--- src/rtl/ram_loader_if.sv ---
// Upstream byte-stream handshake between a byte source and ram_loader.
// The source uses the master modport; the loader uses the slave modport.
interface ram_loader_if;
    logic       byte_valid;
    logic [7:0] byte_data;
    logic       byte_ready;

    modport master (output byte_valid, output byte_data, input byte_ready);
    modport slave  (input byte_valid, input byte_data, output byte_ready);
endinterface

--- src/rtl/ram_loader.sv ---
// Bootstrap loader that owns the RAM16K write port: it passes the CPU controls
// through when idle, and writes big-endian byte pairs to consecutive addresses during a session.
module ram_loader #(
    parameter int ADDR_W = 14,
    parameter int DATA_W = 16
) (
    input  logic              clk,
    input  logic              rst_n,
    input  logic              start,
    input  logic [ADDR_W-1:0] start_addr,
    input  logic [ADDR_W:0]   word_count,
    ram_loader_if.slave       bytes,
    input  logic [DATA_W-1:0] cpu_in,
    input  logic              cpu_load,
    input  logic [ADDR_W-1:0] cpu_address,
    output logic [DATA_W-1:0] ram_in,
    output logic              ram_load,
    output logic [ADDR_W-1:0] ram_address,
    output logic              busy,
    output logic              done
);

    localparam logic [2:0] IDLE   = 3'd0;
    localparam logic [2:0] GET_HI = 3'd1;
    localparam logic [2:0] GET_LO = 3'd2;
    localparam logic [2:0] WRITE  = 3'd3;
    localparam logic [2:0] DONE   = 3'd4;

    logic [2:0]        state_q, state_d;
    logic [7:0]        hi_q, hi_d;
    logic [7:0]        lo_q, lo_d;
    logic [ADDR_W-1:0] addr_q, addr_d;
    logic [ADDR_W:0]   rem_q, rem_d;

    always_comb begin
        state_d = state_q;
        hi_d    = hi_q;
        lo_d    = lo_q;
        addr_d  = addr_q;
        rem_d   = rem_q;
        case (state_q)
            IDLE: begin
                if (start) begin
                    if (word_count != '0) begin
                        addr_d  = start_addr;
                        rem_d   = word_count;
                        state_d = GET_HI;
                    end else begin
                        state_d = DONE;
                    end
                end
            end
            GET_HI: begin
                if (bytes.byte_valid) begin
                    hi_d    = bytes.byte_data;
                    state_d = GET_LO;
                end
            end
            GET_LO: begin
                if (bytes.byte_valid) begin
                    lo_d    = bytes.byte_data;
                    state_d = WRITE;
                end
            end
            WRITE: begin
                // Address wraps naturally at 2^ADDR_W.
                addr_d  = addr_q + 1'b1;
                rem_d   = rem_q - 1'b1;
                state_d = (rem_q == 1) ? DONE : GET_HI;
            end
            DONE:    state_d = IDLE;
            default: state_d = IDLE;
        endcase
    end

    always_ff @(posedge clk or negedge rst_n) begin
        if (!rst_n) begin
            state_q <= IDLE;
            hi_q    <= '0;
            lo_q    <= '0;
            addr_q  <= '0;
            rem_q   <= '0;
        end else begin
            state_q <= state_d;
            hi_q    <= hi_d;
            lo_q    <= lo_d;
            addr_q  <= addr_d;
            rem_q   <= rem_d;
        end
    end

    always_comb begin
        busy             = (state_q != IDLE);
        done             = (state_q == DONE);
        bytes.byte_ready = (state_q == GET_HI) || (state_q == GET_LO);
        if (busy) begin
            ram_in      = {hi_q, lo_q};
            ram_load    = (state_q == WRITE);
            ram_address = addr_q;
        end else begin
            ram_in      = cpu_in;
            ram_load    = cpu_load;
            ram_address = cpu_address;
        end
    end

endmodule

--- src/flat_wrapper.sv ---
// flat-port wrapper written by rule: the top's interface ports become plain ports
module ram_loader_flat 
#(
    parameter int ADDR_W = 14,
    parameter int DATA_W = 16
)
  (clk, rst_n, start, start_addr, word_count, cpu_in, cpu_load, cpu_address, ram_in, ram_load, ram_address, busy, done, bytes_byte_valid, bytes_byte_data, bytes_byte_ready);
  ram_loader_if bytes_i ();
  input  logic clk;
  input  logic rst_n;
  input  logic start;
  input  logic [ADDR_W-1:0] start_addr;
  input  logic [ADDR_W:0] word_count;
  input  logic [DATA_W-1:0] cpu_in;
  input  logic cpu_load;
  input  logic [ADDR_W-1:0] cpu_address;
  output logic [DATA_W-1:0] ram_in;
  output logic ram_load;
  output logic [ADDR_W-1:0] ram_address;
  output logic busy;
  output logic done;
  input wire logic [$bits(bytes_i.byte_valid)-1:0] bytes_byte_valid;
  input wire logic [$bits(bytes_i.byte_data)-1:0] bytes_byte_data;
  output wire logic [$bits(bytes_i.byte_ready)-1:0] bytes_byte_ready;
  assign bytes_i.byte_valid = bytes_byte_valid;
  assign bytes_i.byte_data = bytes_byte_data;
  assign bytes_byte_ready = bytes_i.byte_ready;
  ram_loader #(.ADDR_W(ADDR_W), .DATA_W(DATA_W)) u_core (.clk(clk), .rst_n(rst_n), .start(start), .start_addr(start_addr), .word_count(word_count), .bytes(bytes_i), .cpu_in(cpu_in), .cpu_load(cpu_load), .cpu_address(cpu_address), .ram_in(ram_in), .ram_load(ram_load), .ram_address(ram_address), .busy(busy), .done(done));
endmodule
--- config.mk ---
export PLATFORM = sky130hd
export DESIGN_NAME = ram_loader_flat
export DESIGN_NICKNAME = d
export VERILOG_FILES = /design/src/rtl/ram_loader_if.sv /design/src/rtl/ram_loader.sv /design/src/flat_wrapper.sv
export SDC_FILE = /design/constraint.sdc
export NUM_CORES = 1
export LEC_CHECK = 0
export ABC_CLOCK_PERIOD_IN_PS = 3600
export CAP_MARGIN = 15
export CORE_MARGIN = 2
export CORE_UTILIZATION = 40
export CTS_CLUSTER_DIAMETER = 150
export CTS_CLUSTER_SIZE = 10
export DETAILED_ROUTE_END_ITERATION = 16
export PLACE_DENSITY = 0.75
export SLEW_MARGIN = 25
export SYNTH_ARGS = -nofsm -noshare
export SYNTH_HDL_FRONTEND = slang
export SYNTH_SLANG_ARGS = --single-unit
--- constraint.sdc ---
create_clock -name clk -period 3.6 [get_ports clk]
set_input_delay 1.08 -clock clk [delete_from_list [all_inputs] [get_ports clk]]
set_output_delay 1.08 -clock clk [all_outputs]
set_load 0.01 [all_outputs]
# Yosys cells after proc, flatten, opt, wreduce, memory -nomap -nowiden
# Cells that the tools add are included.
# classes
muxes	15
reduce_logical	9
n_addsub	2
eq_ne	9
# op_table
operator	n
14-bit two-way mux	3
15-bit two-way mux	2
15-bit case mux with 2 select lines	1
14-bit case mux with 2 select lines	1
16-bit two-way mux	1
15-bit by 1-bit == test with 1-bit output, second input constant	1
3-bit two-way mux	5
15-bit nonzero test	1
15-bit by 1-bit subtractor with 15-bit output, second input constant	1
14-bit by 1-bit adder with 14-bit output, second input constant	1
3-bit case mux with 4 select lines	1
3-bit by 2-bit == test with 1-bit output, second input constant	2
2-bit inequality test, second input constant	3
3-bit AND reduction	2
2-bit AND reduction	2
3-bit by 1-bit == test with 1-bit output, second input constant	1
3-bit == test, second input constant	1
3-bit logical NOT	1
3-bit nonzero test	1
2-bit by 1-bit inequality test with 1-bit output, second input constant	1
2-bit nonzero test	1
1-bit logical OR	1
1-bit two-way mux	1
# word_totals
output_inout_bits	34
ff_bits	48
elab_cells	40

# Depth between registers and ports, before layout
# Gate-level depths: netlist of the first run.
# logic_depth
depth_word	4
ltp_mapped	8
ltp_nobuf	6

# Worst setup path after synthesis of the first run
# OpenSTA, ideal clock, no wires.
# synth_path
path_kind	register to output
from	register u_core.state_q[0]
to	output ram_address[0]
path_buffers	3
arrival_time_ns	1.456
setup_slack_ns	1.064
path_stages_with_launch	8
t_required_ns	2.520
cell_sequence	dfrtp_1 -> buf_2 -> nor3_4 -> inv_1 -> clkbuf_1 -> clkbuf_1 -> nand2_1 -> nand2_1
# synth_between
elab_chain_len	2
# synth_lines
item	line	rtl
start: declaration	ram_loader.sv:29	logic [2:0] state_q, state_d;
start signal: assignment	ram_loader.sv:84	state_q <= state_d;
3-bit nonzero test	ram_loader.sv:93	busy = (state_q != IDLE);
14-bit two-way mux	ram_loader.sv:96	if (busy) begin
end: declaration	flat_wrapper.sv:19	output logic [ADDR_W-1:0] ram_address;
# Every way passes these cells.

# Worst setup path after layout of the first run
# layout_path
from	register u_core.state_q[2]
to	output ram_in[7]
# layout_between
elab_chain_len	2
# layout_lines
item	line	rtl
3-bit nonzero test	ram_loader.sv:93	
16-bit two-way mux	ram_loader.sv:96	
end: declaration	flat_wrapper.sv:17	output logic [DATA_W-1:0] ram_in;
# Every way passes these cells.

==> results of run 1 <==
==> synth_stat cells, types with 2 or more instances <==
cell / n / area share (%)
nand2_1: 102 / 13
dfrtp_1: 48 / 41
nor2_1: 24 / 3.0
a21oi_1: 19 / 3.2
mux2_2: 16 / 6.1
o21ai_0: 16 / 2.7
nand3_1: 13 / 2.2
nor3_1: 13 / 2.2
buf_2: 9 / 1.5
clkbuf_1: 7 / 0.89
inv_1: 7 / 0.89
o221a_2: 7 / 2.7
o22ai_1: 6 / 1.3
nor4_1: 5 / 1.1
o21a_1: 5 / 1.3
a211oi_1: 4 / 1.0
ha_1: 4 / 1.7
nand4_1: 4 / 0.85
a311oi_1: 3 / 0.89
and3_1: 3 / 0.63
and4_1: 3 / 0.89
a41oi_1: 2 / 0.59
and2_1: 2 / 0.42
buf_6: 2 / 0.76
o32a_1: 2 / 0.68
or3_1: 2 / 0.42
==> layout make-up <==
class,instances,share of cell area [%]
Tap cell,99,2.96
Clock buffer,6,1.73
Multi-Input combinational cell,282,39.0
Sequential cell,48,28.7
Inverter,7,0.627
Clock inverter,2,0.836
Timing Repair Buffer,110,26.2
==> routing by layer <==
metal	track usage (%)	part of all wire [%]	vias up	wire length (µm)
li1	-	-	1464	-
met4	5.77	1.4	0	119
met1	26.2	44	1384	3680
met5	0	0	-	0
met2	36.0	50	95	4140
met3	3.19	4.3	12	355
==> worst max-delay path, stage by stage (launching register included) <==
cell,delay (ps)
dfrtp_1,590
nor3_4,90
inv_1,230
buf_4,320
nand2_1,110
nand2_1,70
clkdlybuf4s50_1,530
==> cells by family after synthesis <==
logic type,Yosys count,share of synthesized area (%)
adder cells (fa/ha/maj),4,1.69
AO/OA/AOI/OAI,74,17.4
buffers and inverters,26,4.19
multiplexers,16,6.09
flip-flops,48,40.6
AND/OR/NAND/NOR,187,29.7
XOR/XNOR,1,0.296
==> worst paths after layout <==
check / depth (start not counted) / startpoint / endpoint
min in group asynchronous: 1 / rst_n / u_core.addr_q[2]
worst max-delay path: 6 / u_core.state_q[2] / ram_in[7]
max in group asynchronous: 1 / rst_n / u_core.state_q[2]
worst min-delay path: 1 / u_core.hi_q[2] / u_core.hi_q[2]
worst max register to register: 7 / u_core.state_q[2] / u_core.addr_q[11]
worst min register to register: 1 / u_core.hi_q[2] / u_core.hi_q[2]
==> state kept, by name, indices dropped and copies added, names as in the netlist <==
name and cells:
u_core.rem_q 15, u_core.addr_q 14, u_core.hi_q 8, u_core.lo_q 8
u_core.state_q 3
==> report_power, final <==
group          internal, mW  leakage, nW  switching [mW]  total (mW)
Clock                 0.206       0.0552           0.183       0.389
Combinational         0.978         1.11           0.903        1.88
Sequential            0.787        0.537           0.245        1.03
==> per-stage QoR <==
step	power (mW)	area [µm²]
floorplan	2.09	2960
global placement	2.88	4080
detailed placement	2.93	4080
CTS	3.33	4190
global route	3.57	4190
finish	3.30	4190
==> qor.txt, run 1 <==
status: finished, final reports clean
Inst Count DP: 546
initial antenna violation count: 0
Worst Tran Pin Value: 685 ps
WHS: 510 ps
Final Core Density: 58.1%
core area: 7210 µm²
Longest Clk Path Bufs: 2
CTS resizes: 0
vias post-DR: 2955
vias in the first global route: 2821
Die Height: 90.0 µm
effective utilization at floorplan: 41.0%
crit path kind: flop to output pin
dpl ws: 309 ps
setup TNS: 0 ps
relative slew slack: 54.1%
FFs w/ async S/R, synth: 100%
Residual DRC: 0
number of flops mapped to enable cells by yosys: 0
I/O Buffers: 105
Max Clock Skew: 9.30 ps
I/O pin total: 106
most common cell after layout, fill and taps aside: clkdlybuf4s50_1
most frequent cells in the layout: 104 x clkdlybuf4s50_1, 102 x nand2_1, 48 x dfrtp_1, 24 x nor2_1, 19 x a21oi_1
H-Tree Depth: 2
final cell count without fillers: 554
flop2flop setup slack: 1340 ps
fin crit period: 3320 ps
crit share post-route: 92.3%
largest net degree at the start of global routing: 49
CP endpoint kind: output pin
first-pass GRT wire length: 13.7 mm
synthesized area: 2960 µm²
Post-Syn Nets: 432
Initial DRC Count: 151
HPWL Detailed: 6.02 mm
CTS tree: done
Crit path required time: 2520 ps
total track usage: 20.5%
Netlist cell types: 54
final count of pins violating max slew: 0
LEAKAGE: 1.70 nW
Syn Area/Cell: 8.31 µm²
Final Setup Violations: 0
DRT Pass-1 Iters: 5
Core Rows: 31
Worst setup SP type: flop
share of cells above drive strength 1: 11.0%
multi-input logic area: 1630 µm²
power density over the cells: 788 nW/µm²
Hold Fails Final Rpt: 0
worst ir drop on vdd: 0.242 mV
Seq cells post-synth: 48
critical path arrival: 2240 ps
MaxCap Viol Count: 0
Synth Flop Type: dfrtp_1
RSZ-0062 raised after global routing: no
Layout area overhead: 41.6%
nets@finish: 530
fill cell instance count of the final layout: 675
cts hold-fix bufs: 0
die area: 8100 µm²
Synth Warn #: 0
GP Congestion: 0.854
grt ovf: 0
Peak Freq: 0.301 GHz
Setup WS post-layout: 278 ps
CP max FO: 23
post-CTS setup buffers: 0
Via-to-Cell Ratio: 5.33
Syn Inst Count: 356
Detail Route Antenna Nets: 0
die width: 90.0 µm
CTS Root Cell: clkbuf_8
HP Class: flop to flop
final wirelength: 8.29 mm
Antenna diodes: 0
CTS Sinks: 48
Seq/Total Area, Yosys: 40.6%
Inserted Clock Buffers: 5
clk slew on worst S/H paths: 80 ps
wire per inst: 15.0 µm
Clock Latency Late Sink: 300 ps
sequential cell area: 1200 µm²
(Power assumes the default switching activity.)
==> run 2: changes to the inputs <==
--- a/config.mk
+++ b/config.mk
@@ -7,12 +7,15 @@
 export LEC_CHECK = 0
 export ABC_CLOCK_PERIOD_IN_PS = 3600
 export CAP_MARGIN = 15
+export CORE_ASPECT_RATIO = 1.5
 export CORE_MARGIN = 2
 export CORE_UTILIZATION = 40
 export CTS_CLUSTER_DIAMETER = 150
 export CTS_CLUSTER_SIZE = 10
 export DETAILED_ROUTE_END_ITERATION = 16
+export HOLD_SLACK_MARGIN = 0.06
 export PLACE_DENSITY = 0.75
+export RECOVER_POWER = 100
 export SLEW_MARGIN = 25
 export SYNTH_ARGS = -nofsm -noshare
 export SYNTH_HDL_FRONTEND = slang
==> qor.txt, run 2 (synthesis gave the netlist of run 1 again) <==
Core Rows: 38 (+23%)
worst ir drop on vdd: 0.406 mV (+68%)
Initial DRC Count: 146 (-3.3%)
die area: 8120 µm² (+0.17%)
DRT Pass-1 Iters: 4 (-1)
CTS tree: done
critical path buffer and inverter count: 2 (-1)
CTS Sinks: 48 (unchanged)
post-CTS setup buffers: 0 (unchanged)
Longest Clk Path Bufs: 2 (unchanged)
Via-to-Cell Ratio: 5.37 (+0.69%)
biggest regs: u_core.rem_q: 15 flops, u_core.addr_q: 14 flops
die width: 74.2 µm (-18%)
fill cell instance count of the final layout: 684 (+1.3%)
CP cell instances: clkdlybuf4s50_1 > nand2_1 > o21ai_0 > dlygate4sd3_1
Crit path required time: 2520 ps (about the same)
first-pass GRT wire length: 13.3 mm (-3.5%)
wire per inst: 14.9 µm (-0.54%)
I/O Buffers: 105 (unchanged)
crit path kind: input port to output pin
clk slew on worst S/H paths: 90 ps (about the same)
RSZ-0062 raised after global routing: no
most frequent cells in the layout: 103 x nand2_1, 72 x clkdlybuf4s50_1, 48 x dfrtp_1, 32 x dlygate4sd3_1, 24 x nor2_1
total track usage: 20.7% (+0.19 points)
cell family with most CP delay: buffers and inverters
nets@finish: 531 (+0.19%)
relative slew slack: 18.6% (-36 points)
HP Class: flop to flop
Peak Freq: 0.298 GHz (-0.92%)
core area: 7230 µm² (+0.17%)
MaxCap Viol Count: 0 (unchanged)
Worst Tran Pin Value: 1220 ps (+536 ps)
Setup WS post-layout: 247 ps (-30.8 ps)
Inserted Clock Buffers: 5 (unchanged)
final wirelength: 8.27 mm (-0.18%)
vias post-DR: 2986 (+1.0%)
sequential cell area: 1200 µm² (unchanged)
most common cell after layout, fill and taps aside: nand2_1
final count of pins violating max slew: 0 (unchanged)
slowest stage cell, crit path: dlygate4sd3_1
CTS Root Cell: clkbuf_8
share of cells above drive strength 1: 9.87% (-1.1 points)
effective utilization at floorplan: 40.9% (-0.071 points)
Final Setup Violations: 0 (unchanged)
largest net degree at the start of global routing: 49 (unchanged)
Residual DRC: 0 (unchanged)
status: finished, final reports clean
fin crit period: 3350 ps (+30.8 ps)
Layout area overhead: 39.5%
vias in the first global route: 2883 (+2.2%)
I/O pin total: 106 (unchanged)
Detail Route Antenna Nets: 0 (unchanged)
Worst setup SP type: input port
Max Clock Skew: 3.66 ps (-5.64 ps)
max incr delay on CP: 620 ps (+30 ps)
H-Tree Depth: 2 (unchanged)
cts hold-fix bufs: 0 (unchanged)
Die Height: 109 µm (+21%)
Antenna diodes: 0 (unchanged)
Hold Fails Final Rpt: 0 (unchanged)
initial antenna violation count: 0 (unchanged)
LEAKAGE: 1.69 nW (-0.33%)
grt ovf: 0 (unchanged)
Top reg by flops: u_core.rem_q
dpl ws: 298 ps (-11.4 ps)
HPWL Detailed: 6.31 mm (+4.8%)
CP endpoint kind: output pin
Clock Latency Late Sink: 300 ps (about the same)
CP max FO: 1 (-96%)
max reg flops: 15 (unchanged)
GP Congestion: 0.822 (-3.8%)
multi-input logic area: 1600 µm² (-2.2%)
critical path arrival: 2270 ps (+30 ps)
setup TNS: 0 ps (unchanged)
crit share post-route: 93.1% (+0.86 points)
CTS resizes: 0 (unchanged)
power density over the cells: 752 nW/µm² (-4.5%)
[run 2: power breakdown]
| part | switching (mW) | internal [mW] |
|---|---|---|
| clock | 0.183 | 0.136 |
| combinational | 0.883 | 0.880 |
| sequential | 0.238 | 0.787 |
| total | 1.30 | 1.80 |
[run 2: per-stage QoR]
| step | hold slack, ps | area [µm²] | util (%) | instances | power [mW] |
|---|---|---|---|---|---|
| after floorplan | 462 | 2960 | - | 356 | 2.09 |
| after global placement | 490 | 4080 | 56.5 | 548 | 2.88 |
| after detailed placement | 495 | 4080 | 56.5 | 548 | 2.92 |
| after CTS | 517 | 4170 | 57.7 | 556 | 3.24 |
| after global routing | 530 | 4130 | 57.1 | 556 | 3.39 |
| final | 511 | 4130 | 57.1 | 556 | 3.11 |
[run 2: worst paths after layout]
path                                   start                end  slack [ps]  cells after the start
max                           cpu_address[2]     ram_address[2]         250                      4
min                         u_core.addr_q[8]   u_core.addr_q[8]         510                      1
max reg2reg                u_core.state_q[2]  u_core.addr_q[13]        1180                      7
min reg2reg                 u_core.addr_q[8]   u_core.addr_q[8]         510                      1
max in group asynchronous              rst_n    u_core.rem_q[7]        1850                      1
min in group asynchronous              rst_n     u_core.hi_q[4]        1020                      1
[run 2: layer usage]
layer	wire length [µm]	track usage, %
met5	0	0
met2	4340	37.4
met3	498	3.30
met4	80	4.59
met1	3360	25.5
[run 2: worst register-to-register path, cell delays in order (launching register included)]
cell,delay (ps)
dfrtp_1,500
nor3_1,300
buf_4,370
and2_4,250
nand2_1,290
buf_4,320
o22a_1,200
o21a_1,100
[run 2: final cells by class]
cell class                 count  share of cell area [%]
clock buffer                   5                    1.67
clock inverter                 3                   0.455
inverter                       7                   0.636
multi-input combinational    282                    38.7
sequential                    48                    29.1
tap                          100                    3.03
timing repair buffer         111                    26.4
